**src/rtl/pipe_ctrl_if.sv**
```systemverilog
// pipe_ctrl_if: bundle of pipeline hazard inputs and stall/flush controls
// exchanged between the pipeline datapath and the pipe_ctrl controller.
//
// Modports:
//   master - the controller: reads decode/EX/MEM/fetch status and
//            drives forwarding selects, stall/flush/redirect and halted.
//   slave  - the pipeline datapath: the mirror image of master.
//
// Signals (datapath -> controller):
//   id_rs1_r_ena/addr, id_rs2_r_ena/addr : decode-stage register reads
//   ex_rd_w_ena/addr, ex_mem_rd_ena      : EX write-back target, EX is a load
//   ex_bj_taken, ex_term                 : EX branch/jump taken, termination op
//   mem_rd_w_ena/addr                    : MEM write-back target
//   mem_req, mem_ready                   : data-memory handshake
//   if_ready                             : fetch has a valid instruction
// Signals (controller -> datapath):
//   fwd_rs1_sel, fwd_rs2_sel             : 0 regfile, 1 EX result, 2 MEM result
//   pc_stall, if_id_stall, if_id_flush, id_ex_stall, id_ex_flush,
//   ex_mem_stall, mem_wb_flush, pc_redirect, halted
//
// Optional macro PIPE_CTRL_PERF_EN adds the 64-bit counters
//   perf_stall_cyc, perf_flush_cnt, perf_lu_cnt (controller -> datapath).
interface pipe_ctrl_if #(
    parameter int ADDR_W = 5
);
    logic              id_rs1_r_ena;
    logic [ADDR_W-1:0] id_rs1_r_addr;
    logic              id_rs2_r_ena;
    logic [ADDR_W-1:0] id_rs2_r_addr;
    logic              ex_rd_w_ena;
    logic [ADDR_W-1:0] ex_rd_w_addr;
    logic              ex_mem_rd_ena;
    logic              ex_bj_taken;
    logic              ex_term;
    logic              mem_rd_w_ena;
    logic [ADDR_W-1:0] mem_rd_w_addr;
    logic              mem_req;
    logic              mem_ready;
    logic              if_ready;

    logic [1:0]        fwd_rs1_sel;
    logic [1:0]        fwd_rs2_sel;
    logic              pc_stall;
    logic              if_id_stall;
    logic              if_id_flush;
    logic              id_ex_stall;
    logic              id_ex_flush;
    logic              ex_mem_stall;
    logic              mem_wb_flush;
    logic              pc_redirect;
    logic              halted;
`ifdef PIPE_CTRL_PERF_EN
    logic [63:0]       perf_stall_cyc;
    logic [63:0]       perf_flush_cnt;
    logic [63:0]       perf_lu_cnt;
`endif

    modport master (
        input  id_rs1_r_ena, id_rs1_r_addr, id_rs2_r_ena, id_rs2_r_addr,
               ex_rd_w_ena, ex_rd_w_addr, ex_mem_rd_ena, ex_bj_taken, ex_term,
               mem_rd_w_ena, mem_rd_w_addr, mem_req, mem_ready, if_ready,
        output fwd_rs1_sel, fwd_rs2_sel, pc_stall, if_id_stall, if_id_flush,
               id_ex_stall, id_ex_flush, ex_mem_stall, mem_wb_flush,
               pc_redirect, halted
`ifdef PIPE_CTRL_PERF_EN
        , output perf_stall_cyc, perf_flush_cnt, perf_lu_cnt
`endif
    );

    modport slave (
        output id_rs1_r_ena, id_rs1_r_addr, id_rs2_r_ena, id_rs2_r_addr,
               ex_rd_w_ena, ex_rd_w_addr, ex_mem_rd_ena, ex_bj_taken, ex_term,
               mem_rd_w_ena, mem_rd_w_addr, mem_req, mem_ready, if_ready,
        input  fwd_rs1_sel, fwd_rs2_sel, pc_stall, if_id_stall, if_id_flush,
               id_ex_stall, id_ex_flush, ex_mem_stall, mem_wb_flush,
               pc_redirect, halted
`ifdef PIPE_CTRL_PERF_EN
        , input perf_stall_cyc, perf_flush_cnt, perf_lu_cnt
`endif
    );
endinterface

```
**src/rtl/pipe_ctrl.sv**
```systemverilog
// pipe_ctrl: hazard and sequencing controller for the 5-stage RV64I pipeline.
// Produces operand forwarding selects, load-use stalls, branch/jump flushes,
// data-memory wait freezes, and drains then halts the pipeline when the
// termination instruction reaches EX.
//
// Ports:
//   clk  - pipeline clock
//   rst  - asynchronous reset, active low (0 = reset); all outputs 0 while low
//   bus  - pipe_ctrl_if.master, all hazard inputs and pipeline controls
//
// Parameters:
//   DRAIN_CYCLES - cycles spent in DRAIN before halted asserts (>= 1)
//   ADDR_W       - register-file address width
//
// Optional macro PIPE_CTRL_PERF_EN adds 64-bit counters for stall cycles,
// redirects and load-use bubbles on the interface.
module pipe_ctrl #(
    parameter int DRAIN_CYCLES = 3,
    parameter int ADDR_W       = 5
) (
    input  logic             clk,
    input  logic             rst,
    pipe_ctrl_if.master      bus
);

    localparam int CNT_W = (DRAIN_CYCLES > 1) ? $clog2(DRAIN_CYCLES) : 1;
    localparam logic [ADDR_W-1:0] X0 = '0;

    typedef enum logic [1:0] {RUN, MEM_WAIT, DRAIN, HALT} state_e;

    state_e           state_q, state_d;
    logic [CNT_W-1:0] cnt_q, cnt_d;
    logic             lu_q, lu_d;

    logic ex_hit_rs1, ex_hit_rs2, mem_hit_rs1, mem_hit_rs2;
    logic load_use, memwait;

    logic pc_stall, if_id_stall, if_id_flush, id_ex_stall, id_ex_flush;
    logic ex_mem_stall, mem_wb_flush, pc_redirect, halted, lu_stall;

    // Address-match terms shared by forwarding and load-use detection.
    assign ex_hit_rs1  = bus.id_rs1_r_ena & bus.ex_rd_w_ena
                       & (bus.ex_rd_w_addr == bus.id_rs1_r_addr) & (bus.id_rs1_r_addr != X0);
    assign ex_hit_rs2  = bus.id_rs2_r_ena & bus.ex_rd_w_ena
                       & (bus.ex_rd_w_addr == bus.id_rs2_r_addr) & (bus.id_rs2_r_addr != X0);
    assign mem_hit_rs1 = bus.id_rs1_r_ena & bus.mem_rd_w_ena
                       & (bus.mem_rd_w_addr == bus.id_rs1_r_addr) & (bus.id_rs1_r_addr != X0);
    assign mem_hit_rs2 = bus.id_rs2_r_ena & bus.mem_rd_w_ena
                       & (bus.mem_rd_w_addr == bus.id_rs2_r_addr) & (bus.id_rs2_r_addr != X0);

    // A load in EX has no result yet, so it never forwards from EX.
    // lu_q stops the same dependency from bubbling twice in a row.
    assign load_use = bus.ex_mem_rd_ena & (ex_hit_rs1 | ex_hit_rs2) & ~lu_q;
    assign memwait  = bus.mem_req & ~bus.mem_ready;

    // Forwarding: EX beats MEM, and everything is forced to 0 in reset.
    always_comb begin
        bus.fwd_rs1_sel = 2'd0;
        bus.fwd_rs2_sel = 2'd0;
        if (rst) begin
            if (ex_hit_rs1 && !bus.ex_mem_rd_ena) bus.fwd_rs1_sel = 2'd1;
            else if (mem_hit_rs1)                 bus.fwd_rs1_sel = 2'd2;
            if (ex_hit_rs2 && !bus.ex_mem_rd_ena) bus.fwd_rs2_sel = 2'd1;
            else if (mem_hit_rs2)                 bus.fwd_rs2_sel = 2'd2;
        end
    end

    // State register, drain counter and load-use history.
    always_ff @(posedge clk or negedge rst) begin
        if (!rst) begin
            state_q <= RUN;
            cnt_q   <= '0;
            lu_q    <= 1'b0;
        end else begin
            state_q <= state_d;
            cnt_q   <= cnt_d;
            lu_q    <= lu_d;
        end
    end

    // Next-state logic. A termination op seen on the memory-ready cycle of
    // MEM_WAIT still starts the drain; otherwise it would be lost.
    always_comb begin
        state_d = state_q;
        cnt_d   = cnt_q;
        lu_d    = lu_stall;
        unique case (state_q)
            RUN, MEM_WAIT: begin
                if ((state_q == RUN) ? memwait : !bus.mem_ready) begin
                    state_d = MEM_WAIT;
                end else if (bus.ex_bj_taken) begin
                    state_d = RUN;
                end else if (bus.ex_term) begin
                    state_d = DRAIN;
                    cnt_d   = CNT_W'(DRAIN_CYCLES - 1);
                end else begin
                    state_d = RUN;
                end
            end
            DRAIN: begin
                if (!memwait) begin
                    if (cnt_q == '0) state_d = HALT;
                    else             cnt_d   = cnt_q - CNT_W'(1);
                end
            end
            HALT: state_d = HALT;
            default: state_d = RUN;
        endcase
    end

    // Output decode per state; a frozen pipeline stalls everything up to
    // EX/MEM and bubbles MEM/WB so the pending access is not written twice.
    always_comb begin
        pc_stall     = 1'b0;
        if_id_stall  = 1'b0;
        if_id_flush  = 1'b0;
        id_ex_stall  = 1'b0;
        id_ex_flush  = 1'b0;
        ex_mem_stall = 1'b0;
        mem_wb_flush = 1'b0;
        pc_redirect  = 1'b0;
        halted       = 1'b0;
        lu_stall     = 1'b0;
        if (rst) begin
            unique case (state_q)
                RUN, MEM_WAIT: begin
                    if ((state_q == RUN) ? memwait : !bus.mem_ready) begin
                        {pc_stall, if_id_stall, id_ex_stall, ex_mem_stall, mem_wb_flush} = '1;
                    end else if (bus.ex_bj_taken) begin
                        {pc_redirect, if_id_flush, id_ex_flush} = '1;
                    end else if (bus.ex_term) begin
                        {pc_stall, if_id_flush, id_ex_flush} = '1;
                    end else if (load_use) begin
                        {pc_stall, if_id_stall, id_ex_flush} = '1;
                        lu_stall = 1'b1;
                    end else if (!bus.if_ready) begin
                        {pc_stall, if_id_flush} = '1;
                    end
                end
                DRAIN: begin
                    if (memwait) begin
                        {pc_stall, if_id_stall, id_ex_stall, ex_mem_stall, mem_wb_flush} = '1;
                    end else begin
                        {pc_stall, if_id_flush, id_ex_flush} = '1;
                    end
                end
                HALT: begin
                    {pc_stall, if_id_stall, id_ex_stall, ex_mem_stall, mem_wb_flush} = '1;
                    halted = 1'b1;
                end
                default: ;
            endcase
        end
    end

    assign bus.pc_stall     = pc_stall;
    assign bus.if_id_stall  = if_id_stall;
    assign bus.if_id_flush  = if_id_flush;
    assign bus.id_ex_stall  = id_ex_stall;
    assign bus.id_ex_flush  = id_ex_flush;
    assign bus.ex_mem_stall = ex_mem_stall;
    assign bus.mem_wb_flush = mem_wb_flush;
    assign bus.pc_redirect  = pc_redirect;
    assign bus.halted       = halted;

`ifdef PIPE_CTRL_PERF_EN
    logic [63:0] stall_cyc_q, flush_cnt_q, lu_cnt_q;

    // Performance counters; they hold their value once halted.
    always_ff @(posedge clk or negedge rst) begin
        if (!rst) begin
            stall_cyc_q <= '0;
            flush_cnt_q <= '0;
            lu_cnt_q    <= '0;
        end else if (state_q != HALT) begin
            if (pc_stall && (state_q == RUN || state_q == MEM_WAIT))
                stall_cyc_q <= stall_cyc_q + 64'd1;
            if (pc_redirect) flush_cnt_q <= flush_cnt_q + 64'd1;
            if (lu_stall)    lu_cnt_q    <= lu_cnt_q + 64'd1;
        end
    end

    assign bus.perf_stall_cyc = stall_cyc_q;
    assign bus.perf_flush_cnt = flush_cnt_q;
    assign bus.perf_lu_cnt    = lu_cnt_q;
`endif

endmodule

```
**src/flat_wrapper.sv**
```systemverilog
// flat-port wrapper written by rule: the top's interface ports become plain ports
module pipe_ctrl_flat 
#(
    parameter int DRAIN_CYCLES = 3,
    parameter int ADDR_W       = 5
)
  (clk, rst, bus_id_rs1_r_ena, bus_id_rs1_r_addr, bus_id_rs2_r_ena, bus_id_rs2_r_addr, bus_ex_rd_w_ena, bus_ex_rd_w_addr, bus_ex_mem_rd_ena, bus_ex_bj_taken, bus_ex_term, bus_mem_rd_w_ena, bus_mem_rd_w_addr, bus_mem_req, bus_mem_ready, bus_if_ready, bus_fwd_rs1_sel, bus_fwd_rs2_sel, bus_pc_stall, bus_if_id_stall, bus_if_id_flush, bus_id_ex_stall, bus_id_ex_flush, bus_ex_mem_stall, bus_mem_wb_flush, bus_pc_redirect, bus_halted);
  pipe_ctrl_if #(.ADDR_W(ADDR_W)) bus_i ();
  input  logic clk;
  input  logic rst;
  input wire logic [$bits(bus_i.id_rs1_r_ena)-1:0] bus_id_rs1_r_ena;
  input wire logic [$bits(bus_i.id_rs1_r_addr)-1:0] bus_id_rs1_r_addr;
  input wire logic [$bits(bus_i.id_rs2_r_ena)-1:0] bus_id_rs2_r_ena;
  input wire logic [$bits(bus_i.id_rs2_r_addr)-1:0] bus_id_rs2_r_addr;
  input wire logic [$bits(bus_i.ex_rd_w_ena)-1:0] bus_ex_rd_w_ena;
  input wire logic [$bits(bus_i.ex_rd_w_addr)-1:0] bus_ex_rd_w_addr;
  input wire logic [$bits(bus_i.ex_mem_rd_ena)-1:0] bus_ex_mem_rd_ena;
  input wire logic [$bits(bus_i.ex_bj_taken)-1:0] bus_ex_bj_taken;
  input wire logic [$bits(bus_i.ex_term)-1:0] bus_ex_term;
  input wire logic [$bits(bus_i.mem_rd_w_ena)-1:0] bus_mem_rd_w_ena;
  input wire logic [$bits(bus_i.mem_rd_w_addr)-1:0] bus_mem_rd_w_addr;
  input wire logic [$bits(bus_i.mem_req)-1:0] bus_mem_req;
  input wire logic [$bits(bus_i.mem_ready)-1:0] bus_mem_ready;
  input wire logic [$bits(bus_i.if_ready)-1:0] bus_if_ready;
  output wire logic [$bits(bus_i.fwd_rs1_sel)-1:0] bus_fwd_rs1_sel;
  output wire logic [$bits(bus_i.fwd_rs2_sel)-1:0] bus_fwd_rs2_sel;
  output wire logic [$bits(bus_i.pc_stall)-1:0] bus_pc_stall;
  output wire logic [$bits(bus_i.if_id_stall)-1:0] bus_if_id_stall;
  output wire logic [$bits(bus_i.if_id_flush)-1:0] bus_if_id_flush;
  output wire logic [$bits(bus_i.id_ex_stall)-1:0] bus_id_ex_stall;
  output wire logic [$bits(bus_i.id_ex_flush)-1:0] bus_id_ex_flush;
  output wire logic [$bits(bus_i.ex_mem_stall)-1:0] bus_ex_mem_stall;
  output wire logic [$bits(bus_i.mem_wb_flush)-1:0] bus_mem_wb_flush;
  output wire logic [$bits(bus_i.pc_redirect)-1:0] bus_pc_redirect;
  output wire logic [$bits(bus_i.halted)-1:0] bus_halted;
  assign bus_i.id_rs1_r_ena = bus_id_rs1_r_ena;
  assign bus_i.id_rs1_r_addr = bus_id_rs1_r_addr;
  assign bus_i.id_rs2_r_ena = bus_id_rs2_r_ena;
  assign bus_i.id_rs2_r_addr = bus_id_rs2_r_addr;
  assign bus_i.ex_rd_w_ena = bus_ex_rd_w_ena;
  assign bus_i.ex_rd_w_addr = bus_ex_rd_w_addr;
  assign bus_i.ex_mem_rd_ena = bus_ex_mem_rd_ena;
  assign bus_i.ex_bj_taken = bus_ex_bj_taken;
  assign bus_i.ex_term = bus_ex_term;
  assign bus_i.mem_rd_w_ena = bus_mem_rd_w_ena;
  assign bus_i.mem_rd_w_addr = bus_mem_rd_w_addr;
  assign bus_i.mem_req = bus_mem_req;
  assign bus_i.mem_ready = bus_mem_ready;
  assign bus_i.if_ready = bus_if_ready;
  assign bus_fwd_rs1_sel = bus_i.fwd_rs1_sel;
  assign bus_fwd_rs2_sel = bus_i.fwd_rs2_sel;
  assign bus_pc_stall = bus_i.pc_stall;
  assign bus_if_id_stall = bus_i.if_id_stall;
  assign bus_if_id_flush = bus_i.if_id_flush;
  assign bus_id_ex_stall = bus_i.id_ex_stall;
  assign bus_id_ex_flush = bus_i.id_ex_flush;
  assign bus_ex_mem_stall = bus_i.ex_mem_stall;
  assign bus_mem_wb_flush = bus_i.mem_wb_flush;
  assign bus_pc_redirect = bus_i.pc_redirect;
  assign bus_halted = bus_i.halted;
  pipe_ctrl #(.DRAIN_CYCLES(DRAIN_CYCLES), .ADDR_W(ADDR_W)) u_core (.clk(clk), .rst(rst), .bus(bus_i));
endmodule
```
**config.mk**
```make
export PLATFORM = sky130hd
export DESIGN_NAME = pipe_ctrl_flat
export DESIGN_NICKNAME = d
export VERILOG_FILES = /design/src/rtl/pipe_ctrl_if.sv /design/src/rtl/pipe_ctrl.sv /design/src/flat_wrapper.sv
export SDC_FILE = /design/constraint.sdc
export NUM_CORES = 1
export LEC_CHECK = 0
export ABC_AREA = 1
export CAP_MARGIN = 20
export CORE_MARGIN = 4
export CORE_UTILIZATION = 35
export DETAILED_ROUTE_END_ITERATION = 7
export PLACE_DENSITY = 0.82
export SLEW_MARGIN = 20
export SYNTH_ARGS = -nofsm -noshare
export SYNTH_HDL_FRONTEND = slang
export SYNTH_SLANG_ARGS = --single-unit
```
**constraint.sdc**
```tcl
create_clock -name clk -period 1.9 [get_ports clk]
set_input_delay 0.57 -clock clk [delete_from_list [all_inputs] [get_ports clk]]
set_output_delay 0.57 -clock clk [all_outputs]
set_load 0.005 [all_outputs]
```
Word-level counts from Yosys, hierarchy flattened --
Index checks and enable logic that the tools add are counted. Widths: inputs -> output; s select.
Storage, ports and cells: bits in registers 5, logic and storage cells 105, input bits 32, output and inout port bits 13
Operators by class: equality and inequality tests 13, bitwise operators 18, reduce and logical (&&, ||, !) cells 13, muxes and demuxes 57, $add $sub $neg 1
Operators by type and width (count):
- $mux 1 | 34
- $mux 2 | 16
- $eq 5x5->1 | 4
- $and 1x1->1 | 15
- $ne 2x2->1 const B | 5
- $reduce_bool 5->1 | 2
- $pmux 1 s2 | 3
- $pmux 1 s3 | 2
- $pmux 2 s3 | 1
- $reduce_and 6->1 | 1
- $eq 2x2->1 const B | 2
- $logic_not 2->1 | 2
- $pmux 2 s2 | 1
- $reduce_or 2->1 | 2
- $eq 2x1->1 const B | 1
- $logic_and 1x1->1 | 2
- $logic_not 1->1 | 2
- $ne 2x1->1 const B | 1
- $not 1->1 | 2
- $reduce_and 2->1 | 1
- $reduce_bool 2->1 | 1
- $sub 2x1->2 const B | 1
- $or 1x1->1 | 1

Longest topological paths before layout --
depth in word-level cells 12, mapped depth 12

Worst setup path after synthesis --
No wires, ideal clock.
path type input -> output, start input port bus_mem_req, end output port bus_id_ex_stall, cell stages on the path 5, setup slack -0.021 ns, data arrival time 1.351 ns, buffers on the path 1, data required time 1.330 ns, cell sequence inv_1 > a31oi_2 > nor2_2 > nor3_1 > buf_4
On the way: cells in the longest elaborated chain, start to end 5, elaborated cells between the ends (all ways) 6
RTL lines:
- start, declared | RTL line flat_wrapper.sv:22 | input wire logic [$bits(bus_i.mem_req)-1:0] bus_mem_req;
- $and 1x1->1 * | RTL line pipe_ctrl.sv:54 | assign memwait = bus.mem_req & ~bus.mem_ready;
- $mux 1 | RTL line pipe_ctrl.sv:127 | if ((state_q == RUN) ? memwait : !bus.mem_ready) begin
- $mux 1
- $pmux 1 s3 *
- $mux 1 *
- end, declared | RTL line flat_wrapper.sv:30 | output wire logic [$bits(bus_i.id_ex_stall)-1:0] bus_id_ex_stall;
Every way passes the cells marked *; elsewhere a longest branch is shown, timed or not.

Worst setup path after layout --
start input port bus_ex_rd_w_addr[4], end output port bus_pc_stall
On the way: cells in the longest elaborated chain, start to end 12, elaborated cells between the ends (all ways) 15
RTL lines:
- start, declared | RTL line flat_wrapper.sv:16 | input wire logic [$bits(bus_i.ex_rd_w_addr)-1:0] bus_ex_rd_w_addr;
- $eq 5x5->1 (on tied branches) | RTL line pipe_ctrl.sv:43, pipe_ctrl.sv:45
- $and 1x1->1 (on tied branches) (2 in a row) | RTL line pipe_ctrl.sv:43, pipe_ctrl.sv:45
- $or 1x1->1 * | RTL line pipe_ctrl.sv:53 | assign load_use = bus.ex_mem_rd_ena & (ex_hit_rs1 | ex_hit_rs2) & ~lu_q;
- $and 1x1->1 * (2 in a row) | RTL line pipe_ctrl.sv:53
- $mux 1 * | RTL line pipe_ctrl.sv:133 | end else if (load_use) begin
- $mux 1 * | RTL line pipe_ctrl.sv:131 | end else if (bus.ex_term) begin
- $mux 1 * | RTL line pipe_ctrl.sv:129 | end else if (bus.ex_bj_taken) begin
- $mux 1 * | RTL line pipe_ctrl.sv:127
- $pmux 1 s2 * | RTL line pipe_ctrl.sv:125 | unique case (state_q)
- $mux 1 * | RTL line pipe_ctrl.sv:124 | if (rst) begin
- end, declared | RTL line flat_wrapper.sv:27 | output wire logic [$bits(bus_i.pc_stall)-1:0] bus_pc_stall;
Marks and branches as above.

==> run summary <==
• **number of max-slew violations in the final report** 0
• **CTS tree** yes
• **P_int** 537 µW
• **peak fanout along the critical path** 3
• **syn nets** 180
• **register area** 125 µm²
• **count of buffers from port buffering** 44
• **number of filler cells placed in the layout** 125
• **final total negative setup slack** -2.39 ns
• **Worst-Margin Slew** 0.314 ns
• **wire per inst** 17.6 µm
• **worst slew slack as a fraction of its limit** 78.9%
• **Post-route DRC** 0
• **area delta synth->final** 132%
• **# IOs** 45
• **ratio of cells with drive above 1 in the final layout** 69.4%
• **Die Y** 56.1 µm
• **Maximum Capacitance Violations** 0
• **crit path launch type** input port
• **final hold violation count** 0
• **cell taking the most area after synthesis** sky130_fd_sc_hd__nand2_1
• **number of vias per cell** 5.21
• **total area of multi-input combinational cells** 842 µm²
• **worst clock skew** 0.0109 ns
• **number of iterations in the first detailed-routing pass** 4
• **Worst EP arrival** 1.71 ns
• **sequential fraction of design power** 16.4%
• **final number of setup-violating endpoints** 12
• **final cell utilization of the core** 84.7%
• **Syn Std Cell Area** 808 µm²
• **overflow left after global routing** 0
• **setup ws final** -0.381 ns
• **clock network power share** 13.6%
• **minimum clock period after layout** 2.28 ns
• **share of the synthesized area in the top cell type** 21.8%
• **pre-CTS setup slack** -1.17 ns
• **number of global-route vias before repair** 1397
• **classification of the worst setup path** in -> out
• **critical path capture point type** output port
• **post-synthesis sequential area ratio** 15.5%
• **maximum root-to-sink buffer count** 2
• **Synth Warn #** 0
• **Starting Density** 36.5%
• **Leak Pwr** 0.000922 µW
• **total routed wirelength** 4520 µm
• **Synth Area per Inst** 5.50 µm²
• **wire length of the first global-routing pass** 5930 µm
• **switching share of power** 44.0%
• **final worst path period share** 120%
• **required time at the endpoint of the critical path** 1.33 ns
• **Rows** 17
• **max frequency** 0.438 GHz
• **violations in the final reports** negative setup slack
• **vias after detailed routing** 1340
• **FF-to-FF setup slack** 0.31 ns
• **clock root cell** sky130_fd_sc_hd__clkbuf_4
• **portion of total power attributed to combinational logic** 70.0%
• **Routability Congestion** 0.885
• **core box area** 2210 µm²
• **post-synthesis instance total** 147
• **unrepaired setup endpoints after global routing** true
• **maximum level of the CTS H-tree** 1
• **clock-pin transition on the worst setup and hold timing paths** 0.05 ns
• **antenna violations before repair** 0
• **synth top area cells** sky130_fd_sc_hd__nand2_1 (22%), sky130_fd_sc_hd__dfrtp_1 (15%), sky130_fd_sc_hd__inv_1 (11%), sky130_fd_sc_hd__xor2_1 (7.6%), sky130_fd_sc_hd__nand3_1 (7.4%)
• **run status** finished, violations left
• **DP Wirelength** 2530 µm
• **pin count of the biggest net entering global routing** 8
• **post-detailed-route count of antenna-violating nets** 0
• **Die ar.** 3140 µm²
• **net load switching power** 422 µW
• **Detailed Route Iter0 Violations** 72
• **# diodes** 0
• **areal power density over the cells** 512 nW/µm²
• **overall global routing resource usage** 23.0%
• **number of distinct library cells after synthesis** 23
• **clock buffer count from CTS** 3
• **Chip Width** 56.1 µm
• **net count of the finished layout** 263
• **number of flip-flops and latches in the synthesized netlist** 5
• **total power draw** 959 µW
• **peak supply drop** 677 µV
• **post-placement cell count** 246
• **Final Non-Filler Cells** 257
• **clock latency on the worst-skew pair** 0.25 ns
• **worst min-delay path class** in -> async
• **Num Clock Sinks** 5
[stage by stage]
step | hold WS [ns] | instance area, µm²
6_report | 0.381 | 1870
5_1_grt | 0.385 | 1870
2_1_floorplan | 0.274 | 813
3_5_place_dp | 0.537 | 1490
4_1_cts | 0.379 | 1620
3_3_place_gp | 0.514 | 1490
[cell usage after synthesis, drive strengths merged]
master and instances:
ha 1, xor2 7, nand2 47, nor2 16
a22oi 1, nor4 2, clkinv 1, o2111ai 1
a21oi 7, a31oi 1, o21ai 5, dfrtp 5
buf 2, o211ai 1, nor3 5, inv 32
a211oi 1, nand3 12
[worst max-delay path: stages]
cell,delay [ns]
sky130_fd_sc_hd__buf_6,0.10
sky130_fd_sc_hd__inv_4,0.05
sky130_fd_sc_hd__nand2_2,0.05
sky130_fd_sc_hd__nand2_1,0.09
sky130_fd_sc_hd__nand2_2,0.08
sky130_fd_sc_hd__nor2_4,0.13
sky130_fd_sc_hd__nand2_2,0.08
sky130_fd_sc_hd__nand2_4,0.09
sky130_fd_sc_hd__nand2_2,0.09
sky130_fd_sc_hd__nand3_2,0.07
sky130_fd_sc_hd__nand2_1,0.06
sky130_fd_sc_hd__a21oi_2,0.12
sky130_fd_sc_hd__buf_2,0.12
[power by group through the flow]
stage                     clock (µW)  sequential [µW]  combinational (µW)
after floorplan                    0              158                 264
after CTS                        125              155                 566
after detailed placement           0              156                 573
after global routing             141              158                 716
final                            130              158                 671
after global placement             0              153                 541
[flip-flops by register name, summed over array words and instances (netlist names)]
signal and cells:
u_core.state_q 2, u_core.cnt_q 2, u_core.lu_q 1
[kinds of logic after synthesis]
group / Yosys count / share of synthesized area, %
DFF: 5 / 15.5
buffers and inverters: 35 / 17.2
AOI/OAI and AO/OA: 17 / 13.8
adders and majority gates: 1 / 1.55
xor gates and xnor gates: 7 / 7.59
and+or+nand+nor: 82 / 44.4
[final cells by class]
type	instances	share of cell area, %
multi-input cells	107	44.9
repair buffers	80	36.8
inverters	33	8.28
flip-flops and latches	5	6.68
well taps	28	1.87
clock buffers	4	1.40
[cells in the final DEF, fill, tap and decap left out, drive strengths merged]
cell type      instances
buf                   70
nand2                 47
inv                   32
nor2                  16
nand3                 12
xor2                   7
a21oi                  7
dfrtp                  5
clkdlybuf4s15          5
nor3                   5
o21ai                  5
clkbuf                 4
dlygate4sd2            3
clkdlybuf4s50          2
nor4                   2
clkinv                 1
a31oi                  1
a211oi                 1
o2111ai                1
o211ai                 1
a22oi                  1
ha                     1
[path summary, 6_finish.rpt]
path                                      from                 to  cells after the start
setup / recovery           bus_ex_rd_w_addr[4]       bus_pc_stall                     13
hold / removal                             rst        u_core.lu_q                      2
setup reg to reg             u_core.state_q[0]    u_core.cnt_q[0]                     10
hold reg to reg                u_core.cnt_q[1]    u_core.cnt_q[1]                      2
max in group asynchronous                  rst  u_core.state_q[1]                      2
min in group clk               u_core.cnt_q[1]    u_core.cnt_q[1]                      2
[what timing repair did]
item / CTS / global route
pin swaps: 45 / 38
hold buffers: 0 / 0
endpoints found under the setup margin: 13 / 13
gates resized for setup: 209 / 73
setup buffers: 6 / 2
[metal layers]
metal	vias up	wire, µm	global-route usage, %
met3	21	320	2.09
met1	618	1690	25.0
met4	0	178	8.81
met5	-	0	0
li1	620	-	-
met2	81	2330	44.7
No activity file was read; power rests on OpenSTA's default activity.
